<file path="src/rtl/dsp_pkg.sv">
// Shared types and constants for the dsp_mac_pipe MAC slice.
package dsp_pkg;

  // Field order matches the opmode bus: [3] post_sub .. [0] pre_sub.
  typedef struct packed {
    logic post_sub;
    logic z_sel_p;
    logic pre_bypass;
    logic pre_sub;
  } opmode_t;

  localparam int DSP_LAT = 4;

  localparam logic [3:0] OPM_ADD = 4'b0000;
  localparam logic [3:0] OPM_ACC = 4'b0100;

  function automatic int max_int(input int a, input int b);
    return (a > b) ? a : b;
  endfunction

endpackage

</file>
<file path="src/rtl/dsp_preadder.sv">
// S2 stage of dsp_mac_pipe: full-precision pre-adder (D+B, D-B or B)
// with its result register. One extra bit over the wider operand means
// the add/sub never loses information.
module dsp_preadder
  import dsp_pkg::*;
#(
  parameter int BW     = 18,
  parameter int DW     = 18,
  parameter int SIGNED = 0,
  localparam int PREW  = max_int(BW, DW) + 1
) (
  input  logic            clk,
  input  logic            rst_n,
  input  logic            ce,
  input  logic [BW-1:0]   b,
  input  logic [DW-1:0]   d,
  input  logic            pre_sub,
  input  logic            pre_bypass,
  output logic [PREW-1:0] pre
);

  localparam logic SGN = (SIGNED != 0);

  logic [PREW-1:0] b_ext;
  logic [PREW-1:0] d_ext;
  logic [PREW-1:0] pre_d;
  logic [PREW-1:0] pre_q;

  // Extend both operands to the pre-adder width, then select the operation.
  always_comb begin
    b_ext = {{(PREW-BW){SGN & b[BW-1]}}, b};
    d_ext = {{(PREW-DW){SGN & d[DW-1]}}, d};
    pre_d = pre_q;
    if (ce) begin
      if (pre_bypass)   pre_d = b_ext;
      else if (pre_sub) pre_d = d_ext - b_ext;
      else              pre_d = d_ext + b_ext;
    end
  end

  // S2 result register.
  always_ff @(posedge clk or negedge rst_n) begin
    if (!rst_n) pre_q <= '0;
    else        pre_q <= pre_d;
  end

  assign pre = pre_q;

endmodule

</file>
<file path="src/rtl/dsp_mac_pipe.sv">
// dsp_mac_pipe: P = ((D op B) * A) post-op Z, 4-stage pipeline with valid
// tracking and clock-enable stall. Z is C or the block's own P (accumulate).
// Optional saturation of the S4 result is built when DSP_SAT_EN is defined;
// otherwise S4 wraps mod 2^PW and ovf is tied low.
module dsp_mac_pipe
  import dsp_pkg::*;
#(
  parameter int AW     = 18,
  parameter int BW     = 18,
  parameter int DW     = 18,
  parameter int CW     = 48,
  parameter int PW     = 48,
  parameter int SIGNED = 0
) (
  input  logic          clk,
  input  logic          rst_n,
  input  logic          ce,
  input  logic          in_valid,
  input  logic [AW-1:0] A,
  input  logic [BW-1:0] B,
  input  logic [CW-1:0] C,
  input  logic [DW-1:0] D,
  input  logic [3:0]    opmode,
  output logic          out_valid,
  output logic [PW-1:0] P,
  output logic          ovf
);

  localparam int   PREW = max_int(BW, DW) + 1;
  localparam int   MW   = PREW + AW;
  localparam logic SGN  = (SIGNED != 0);

  // S1 signals
  logic          v1_d, v1_q;
  logic [AW-1:0] a1_d, a1_q;
  logic [BW-1:0] b1_d, b1_q;
  logic [CW-1:0] c1_d, c1_q;
  logic [DW-1:0] d1_d, d1_q;
  opmode_t       opm1_d, opm1_q;
  // S2 signals
  logic [PREW-1:0] pre2;
  logic            v2_d, v2_q, post_sub2_d, post_sub2_q, z_sel2_d, z_sel2_q;
  logic [AW-1:0]   a2_d, a2_q;
  logic [CW-1:0]   c2_d, c2_q;
  // S3 signals
  logic [MW-1:0] pre_x, a_x, m3_d, m3_q;
  logic          v3_d, v3_q, post_sub3_d, post_sub3_q, z_sel3_d, z_sel3_q;
  logic [CW-1:0] c3_d, c3_q;
  // S4 signals
  logic [PW-1:0] m_ext, c_ext, z, p_calc, p_d, p_q;
  logic          v4_d, v4_q;

  // S1: capture inputs when enabled.
  always_comb begin
    v1_d   = ce ? in_valid          : v1_q;
    a1_d   = ce ? A                 : a1_q;
    b1_d   = ce ? B                 : b1_q;
    c1_d   = ce ? C                 : c1_q;
    d1_d   = ce ? D                 : d1_q;
    opm1_d = ce ? opmode_t'(opmode) : opm1_q;
  end

  // S1 registers.
  always_ff @(posedge clk or negedge rst_n) begin
    if (!rst_n) begin
      v1_q <= 1'b0; a1_q <= '0; b1_q <= '0; c1_q <= '0; d1_q <= '0; opm1_q <= '0;
    end else begin
      v1_q <= v1_d; a1_q <= a1_d; b1_q <= b1_d; c1_q <= c1_d; d1_q <= d1_d; opm1_q <= opm1_d;
    end
  end

  // S2: pre-adder lives in its own module; side-band fields travel alongside.
  dsp_preadder #(.BW(BW), .DW(DW), .SIGNED(SIGNED)) u_preadder (
    .clk        (clk),
    .rst_n      (rst_n),
    .ce         (ce),
    .b          (b1_q),
    .d          (d1_q),
    .pre_sub    (opm1_q.pre_sub),
    .pre_bypass (opm1_q.pre_bypass),
    .pre        (pre2)
  );

  // S2 side-band next state.
  always_comb begin
    v2_d        = ce ? v1_q            : v2_q;
    a2_d        = ce ? a1_q            : a2_q;
    c2_d        = ce ? c1_q            : c2_q;
    post_sub2_d = ce ? opm1_q.post_sub : post_sub2_q;
    z_sel2_d    = ce ? opm1_q.z_sel_p  : z_sel2_q;
  end

  // S2 side-band registers.
  always_ff @(posedge clk or negedge rst_n) begin
    if (!rst_n) begin
      v2_q <= 1'b0; a2_q <= '0; c2_q <= '0; post_sub2_q <= 1'b0; z_sel2_q <= 1'b0;
    end else begin
      v2_q <= v2_d; a2_q <= a2_d; c2_q <= c2_d; post_sub2_q <= post_sub2_d; z_sel2_q <= z_sel2_d;
    end
  end

  // S3: full-width product. Operands are pre-extended to MW bits so a plain
  // MW-bit multiply gives the exact two's-complement or unsigned product.
  always_comb begin
    pre_x       = {{AW{SGN & pre2[PREW-1]}}, pre2};
    a_x         = {{PREW{SGN & a2_q[AW-1]}}, a2_q};
    m3_d        = ce ? pre_x * a_x : m3_q;
    v3_d        = ce ? v2_q        : v3_q;
    c3_d        = ce ? c2_q        : c3_q;
    post_sub3_d = ce ? post_sub2_q : post_sub3_q;
    z_sel3_d    = ce ? z_sel2_q    : z_sel3_q;
  end

  // S3 registers.
  always_ff @(posedge clk or negedge rst_n) begin
    if (!rst_n) begin
      m3_q <= '0; v3_q <= 1'b0; c3_q <= '0; post_sub3_q <= 1'b0; z_sel3_q <= 1'b0;
    end else begin
      m3_q <= m3_d; v3_q <= v3_d; c3_q <= c3_d; post_sub3_q <= post_sub3_d; z_sel3_q <= z_sel3_d;
    end
  end

  // Fit M and C to the P width: extend when narrower, truncate otherwise.
  if (PW > MW) begin : g_m_ext
    assign m_ext = {{(PW-MW){SGN & m3_q[MW-1]}}, m3_q};
  end else begin : g_m_trunc
    assign m_ext = m3_q[PW-1:0];
  end

  if (PW > CW) begin : g_c_ext
    assign c_ext = {{(PW-CW){SGN & c3_q[CW-1]}}, c3_q};
  end else begin : g_c_trunc
    assign c_ext = c3_q[PW-1:0];
  end

  // Z selection reads the live P register, so back-to-back accumulates chain.
  always_comb begin
    z = z_sel3_q ? p_q : c_ext;
  end

`ifdef DSP_SAT_EN
  logic [PW:0] z_x, m_x, sum_x;
  logic        ovf_now, ovf_d, ovf_q;

  // S4 post-add with one guard bit; clamp to the representable range on overflow.
  always_comb begin
    z_x     = {SGN & z[PW-1], z};
    m_x     = {SGN & m_ext[PW-1], m_ext};
    sum_x   = post_sub3_q ? (z_x - m_x) : (z_x + m_x);
    p_calc  = sum_x[PW-1:0];
    ovf_now = 1'b0;
    if (SGN) begin
      if (sum_x[PW] != sum_x[PW-1]) begin
        ovf_now = 1'b1;
        p_calc  = sum_x[PW] ? {1'b1, {(PW-1){1'b0}}} : {1'b0, {(PW-1){1'b1}}};
      end
    end else if (sum_x[PW]) begin
      ovf_now = 1'b1;
      p_calc  = post_sub3_q ? '0 : '1;
    end
    ovf_d = ovf_q | (ce & v3_q & ovf_now);
  end

  // Sticky overflow flag, cleared only by reset.
  always_ff @(posedge clk or negedge rst_n) begin
    if (!rst_n) ovf_q <= 1'b0;
    else        ovf_q <= ovf_d;
  end

  assign ovf = ovf_q;
`else
  // S4 post-add, wrapping mod 2^PW.
  always_comb begin
    p_calc = post_sub3_q ? (z - m_ext) : (z + m_ext);
  end

  assign ovf = 1'b0;
`endif

  // S4 next state: P changes only on a valid enabled edge.
  always_comb begin
    p_d  = (ce && v3_q) ? p_calc : p_q;
    v4_d = ce ? v3_q : v4_q;
  end

  // S4 registers.
  always_ff @(posedge clk or negedge rst_n) begin
    if (!rst_n) begin
      p_q <= '0; v4_q <= 1'b0;
    end else begin
      p_q <= p_d; v4_q <= v4_d;
    end
  end

  assign P         = p_q;
  assign out_valid = v4_q;

endmodule

</file>
<file path="config.mk">
export PLATFORM = sky130hd
export DESIGN_NAME = dsp_mac_pipe
export DESIGN_NICKNAME = d
export VERILOG_FILES = /design/src/rtl/dsp_pkg.sv /design/src/rtl/dsp_preadder.sv /design/src/rtl/dsp_mac_pipe.sv
export SDC_FILE = /design/constraint.sdc
export NUM_CORES = 1
export LEC_CHECK = 0
export CAP_MARGIN = 15
export CORE_UTILIZATION = 62
export CTS_CLUSTER_DIAMETER = 150
export DETAILED_ROUTE_END_ITERATION = 12
export PLACE_DENSITY = 0.87
export SYNTH_ARGS = -nofsm -noshare
export SYNTH_HDL_FRONTEND = slang
export SYNTH_SLANG_ARGS = --single-unit
</file>
<file path="constraint.sdc">
create_clock -name clk -period 8.95 [get_ports clk]
set_input_delay 1.79 -clock clk [delete_from_list [all_inputs] [get_ports clk]]
set_output_delay 1.79 -clock clk [all_outputs]
set_load 0.01 [all_outputs]
</file>
## Word-level counts from Yosys, hierarchy flattened

Cells that the tools add are included.

| storage, ports and cells | value |
|---|---|
| register bits after elaboration | 332 |

| operators by class | value |
|---|---|
| add/subtract/negate cells | 4 |
| multipliers | 1 |
| multiplexer cells | 4 |
| reduce and logical (&&, ||, !) cells | 1 |

Operators with widths:

| operator | count |
|---|---|
| $mux W48 | 2 |
| $add A48 B37 Y48 | 1 |
| $sub A48 B37 Y48 | 1 |
| $mux W19 | 2 |
| $mul A19 B18 Y37 | 1 |
| $add A18 B18 Y19 | 1 |
| $sub A18 B18 Y19 | 1 |
| $logic_and A1 B1 Y1 | 1 |

## Depth between registers and ports, before layout

| logic depth | value |
|---|---|
| word-level depth | 3 |
| gate-level depth with buffers | 26 |
| depth with buffers taken out | 24 |

## By module

From an unflattened synthesis, not the netlist that was laid out.

| unflattened totals | value |
|---|---|
| cells, all modules | 2848 |
| area total of the unflattened synthesis | 28602.4 um2 |

Modules (own cells, without submodules):

| module | instances | cells each | area an instance (um2) | sequential area each (um2) |
|---|---|---|---|---|
| dsp_mac_pipe | 1 | 2586 | 26514.2 | 7832.5 |
| dsp_preadder | 1 | 262 | 2088.3 | 475.5 |

## Worst setup path before layout

Ideal clock, no wire load.

| timing | value |
|---|---|
| path kind | reg-to-reg |
| start point | register u_preadder.pre_q[6] (netlist: u_preadder.pre[6]) |
| end point | register m3_q[29] |
| setup time | 125 ps |
| arrival time | 6357 ps |
| data required time | 8825 ps |
| slack | 2468 ps |
| cell stages (with the launch flop) | 27 |
| clock period less this slack | 6482 ps |
| path through | dfrtp_1 > clkbuf_1 > clkbuf_1 > nand2_1 > fa_1 > inv_1 > fa_1 > inv_1 > fa_1 > inv_1 > fa_1 > fa_1 > inv_1 > fa_1 > inv_1 > ha_1 > clkbuf_1 > a21o_1 > a21o_1 > a21oi_1 > nor2_1 > a211oi_1 > o31ai_1 > a221oi_1 > a21oi_1 > xor2_1 > mux2_2 |

| on the way | value |
|---|---|
| longest elaborated chain between the ends | 1 |

RTL lines:

| what | RTL line | source |
|---|---|---|
| start, declared | dsp_preadder.sv:27 | `logic [PREW-1:0] pre_q;` |
| start signal, assigned | dsp_preadder.sv:44 | `else pre_q <= pre_d;` |
| $mul A19 B18 Y37 | dsp_mac_pipe.sv:107 | `m3_d = ce ? pre_x * a_x : m3_q;` |
| end signal, assigned | dsp_mac_pipe.sv:117 | `m3_q <= '0; v3_q <= 1'b0; c3_q <= '0; post_sub3_q <= 1'b0; z_sel3_q <= 1'b0;` |
| end signal, assigned | dsp_mac_pipe.sv:119 | `m3_q <= m3_d; v3_q <= v3_d; c3_q <= c3_d; post_sub3_q <= post_sub3_d; z_sel3_q <= z_sel3_d;` |
| end, declared | dsp_mac_pipe.sv:46 | `logic [MW-1:0] pre_x, a_x, m3_d, m3_q;` |

No other way between the ends.
A chain may end at the register's enable or synchronous reset.

## Final worst setup path

| timing | value |
|---|---|
| start point | register u_preadder.pre_q[10] (netlist: u_preadder.pre[10]) |
| end point | register m3_q[36] |

The elaborated chain is that of the path after synthesis.

==> results_dict.tcl <==
set metrics [dict create \
    gp_congestion 1.05 \
    drt-met1-wl_um 28300 \
    vias_per_cell 5.81 \
    syn_area_per_cell_sq_um 9.93 \
    multi_input_area_sq_um 18500 \
    cts-buffers-inserted 37 \
    finalWorstSetupSlack_ns 1.73 \
    maxSlewHeadroom_pct 28.4 \
    floorplan.die.height_um 217 \
    fp.dieW_um 217 \
    fin_area_sq_um 31700 \
    coreArea_sq_um 45500 \
    pre_cts_ws_ns 1.94 \
    grt_pass1_wl_um 112000 \
    initial_core_util_pct 63.1 \
    stdcell_count 3567 \
    boundaryPins 160 \
    grt_setup_unrepaired "false" \
    crit_start "u_preadder.pre[10]" \
    cts_tree "yes" \
    drtPass1Iterations 5 \
    min_from "P[14]" \
    synth_area_sq_um 28700 \
    grt_pass1_vias 21700 \
    finalNetCount 3503 \
    drv_cap 0 \
    synth_top_area_share_pct 28.9 \
    drt_iter0_drc 1533 \
    hpwl_um 50800 \
    hold_path_class "flip-flop to flip-flop" \
    met2_length_um 33300 \
    ant_nets 0 \
    clk_latency_ns 0.57 \
    cts_hold_buf 0 \
    drcViolationCount 0 \
    die_area_sq_um 47200 \
    grt_max_degree 145 \
    cp_max_fo 19 \
    run_status "finished, final reports clean" \
    seq_area_frac_synth_pct 28.9 \
    area_growth_pct 10.4 \
    antenna_cells 0 \
    htree_levels 2 \
    postPlaceCellArea_sq_um 30500 \
    worstSetupEndpointType "flip-flop" \
    cp.required_ns 9.43 \
    period_share_pct 80.7 \
    wl_per_cell_um 18.9 \
    yosys-top-cells-area "dfrtp_1 (29%), fa_1 (19%), mux2_2 (12%)" \
    post_cts_resized 0 \
    worstReg2RegStart "u_preadder.pre[10]" \
    layout-drive-gt1-share_pct 13.0 \
    clock-root-buffer "clkbuf_16" \
    synthDistinctLibCells 76 \
    fillers 3355 \
    hold_end "P[14]" \
    cts.sinks 332 \
    port-buffer-count 158 \
    rows 78 \
    synth_seq_cells 332 \
    num_vias 20700 \
    tns_ns 0 \
    grt_use_total_pct 29.8 \
    yosys_most_used_dff "dfrtp_1" \
    final_max_slew_viol_count 0 \
    clk_path_buf_depth 3 \
    antenna_found_initial 0 \
    fin_skew_ns 0.0257 \
    setup.worst_path.class "flip-flop to flip-flop" \
    wl_met3_um 4020 \
    start_kind "flip-flop" \
    postCtsSetupBuffers 0 \
    grt_overflow 0 \
    async_flop_share_pct 100 \
    top_layer "met4" \
    worstMarginPinSlew_ns 1.07 \
    ff_latch_area_sq_um 8310 \
    synth_cells 2890 \
    hold_depth 2 \
    finalHoldViolCount 0 \
    dp.cells 3502 \
    syn-num-nets 3452 \
    arrival_ns 7.70 \
    reg2reg_depth 23 \
    fmax_ghz 0.138 \
    synthTopCellsByCount "inv_1 (347), dfrtp_1 (332), nand2_1 (313)" \
    r2r-end "m3_q[36]" \
    setup_viol 0 \
    yosysWarnings 0 \
    synth_edf_count 0 \
    path_clk_slew_ns 0.06 \
    synth.largest_area_cell "dfrtp_1" \
    wirelength_um 67500 \
    reg2reg_slack_ns 1.73 \
    synth_most_common_cell "inv_1" \
    finalCriticalPeriod_ns 7.22 \
]
[layout make-up]
class                      count  share of cell area (%)
inverter                     347                    4.11
tap                          600                    2.37
clock buffer                  50                    3.24
timing repair buffer         169                    5.32
multi-input combinational   2054                    58.4
clock inverter                15                   0.375
sequential                   332                    26.2
[kinds of logic (layout without fill, tap and decap cells)]
| kind of cell | Yosys count | count (layout) | synth area share, % |
|---|---|---|---|
| other | 1 | 1 | 0.0131 |
| adders and majority gates | 452 | 452 | 26.9 |
| xor gates and xnor gates | 134 | 134 | 4.09 |
| AOI/OAI and AO/OA | 420 | 420 | 9.01 |
| and+or+nand+nor | 741 | 741 | 12.4 |
| DFF | 332 | 332 | 28.9 |
| muxes | 306 | 306 | 12.0 |
| buffers and inverters | 504 | 581 | 6.67 |
[through the flow]
stage	util, %	hold WS (ns)
after floorplan	-	0.475
after global placement	67.1	0.483
after detailed placement	67.1	0.491
after CTS	69.7	0.504
after global routing	69.7	0.513
final	69.7	0.500
[worst max-delay path, cell delays in order (launching register included)]
cell	delay (ns)
dfrtp_1	0.82
nand2_1	0.18
fa_1	0.54
fa_1	0.54
inv_1	0.05
fa_1	0.50
inv_1	0.06
fa_1	0.55
inv_1	0.06
fa_1	0.47
inv_1	0.05
fa_1	0.47
inv_1	0.04
ha_1	0.34
a21oi_1	0.25
o21ai_0	0.11
a221oi_1	0.22
a21oi_1	0.17
a221oi_1	0.63
o31ai_1	0.21
o2111ai_1	0.21
a21boi_1	0.11
or3_1	0.35
a31oi_1	0.20
[worst max path at each step]
stage,end,slack (ns),depth (start not counted)
2_1_floorplan,m3_q[29],2.47,26
3_3_place_gp,m3_q[29],2.11,23
3_5_place_dp,m3_q[29],1.94,23
4_1_cts,m3_q[36],1.86,19
5_1_grt,m3_q[36],1.41,23
6_report,m3_q[36],1.73,23
[sequential cells by signal, summed over array words and instances (netlist names)]
signal / flops
out_valid: 1
v2_q: 1
z_sel3_q: 1
d1_q: 18
a2_q: 18
post_sub3_q: 1
u_preadder.pre: 19
c1_q: 48
m3_q: 37
c2_q: 48
v3_q: 1
v1_q: 1
z_sel2_q: 1
a1_q: 18
P: 48
b1_q: 18
post_sub2_q: 1
opm1_q: 4
c3_q: 48
[cell usage in the layout (no fill, tap or decap), types with 7 or more instances in the layout]
cell / instances
inv_1: 347
a21oi_1: 133
o21bai_1: 14
nor2_1: 120
a211oi_1: 14
o21ai_1: 17
a21o_1: 50
nand3_1: 23
o21ai_0: 98
nand2b_1: 22
mux2i_1: 10
or3_1: 14
nor3_1: 30
nor4_1: 7
buf_4: 10
clkdlybuf4s50_1: 156
clkbuf_1: 9
xnor2_1: 93
o21a_1: 11
nor2b_1: 9
clkbuf_16: 38
a31oi_1: 17
nand2_1: 312
fa_1: 274
o211ai_1: 7
clkinv_2: 8
xor2_1: 41
ha_1: 178
dfrtp_1: 331
o31ai_1: 10
mux2_2: 295
and2_1: 157
and3_1: 9
[per-layer routing]
| metal | vias up | GRT usage [%] |
|---|---|---|
| met5 | - | 0 |
| met1 | 10400 | 39.0 |
| li1 | 9571 | - |
| met3 | 121 | 4.47 |
| met2 | 686 | 51.1 |
| met4 | 0 | 8.73 |
Power is not shown: default switching activity piles up to over one toggle a cycle in this logic, so the estimate is an artifact.
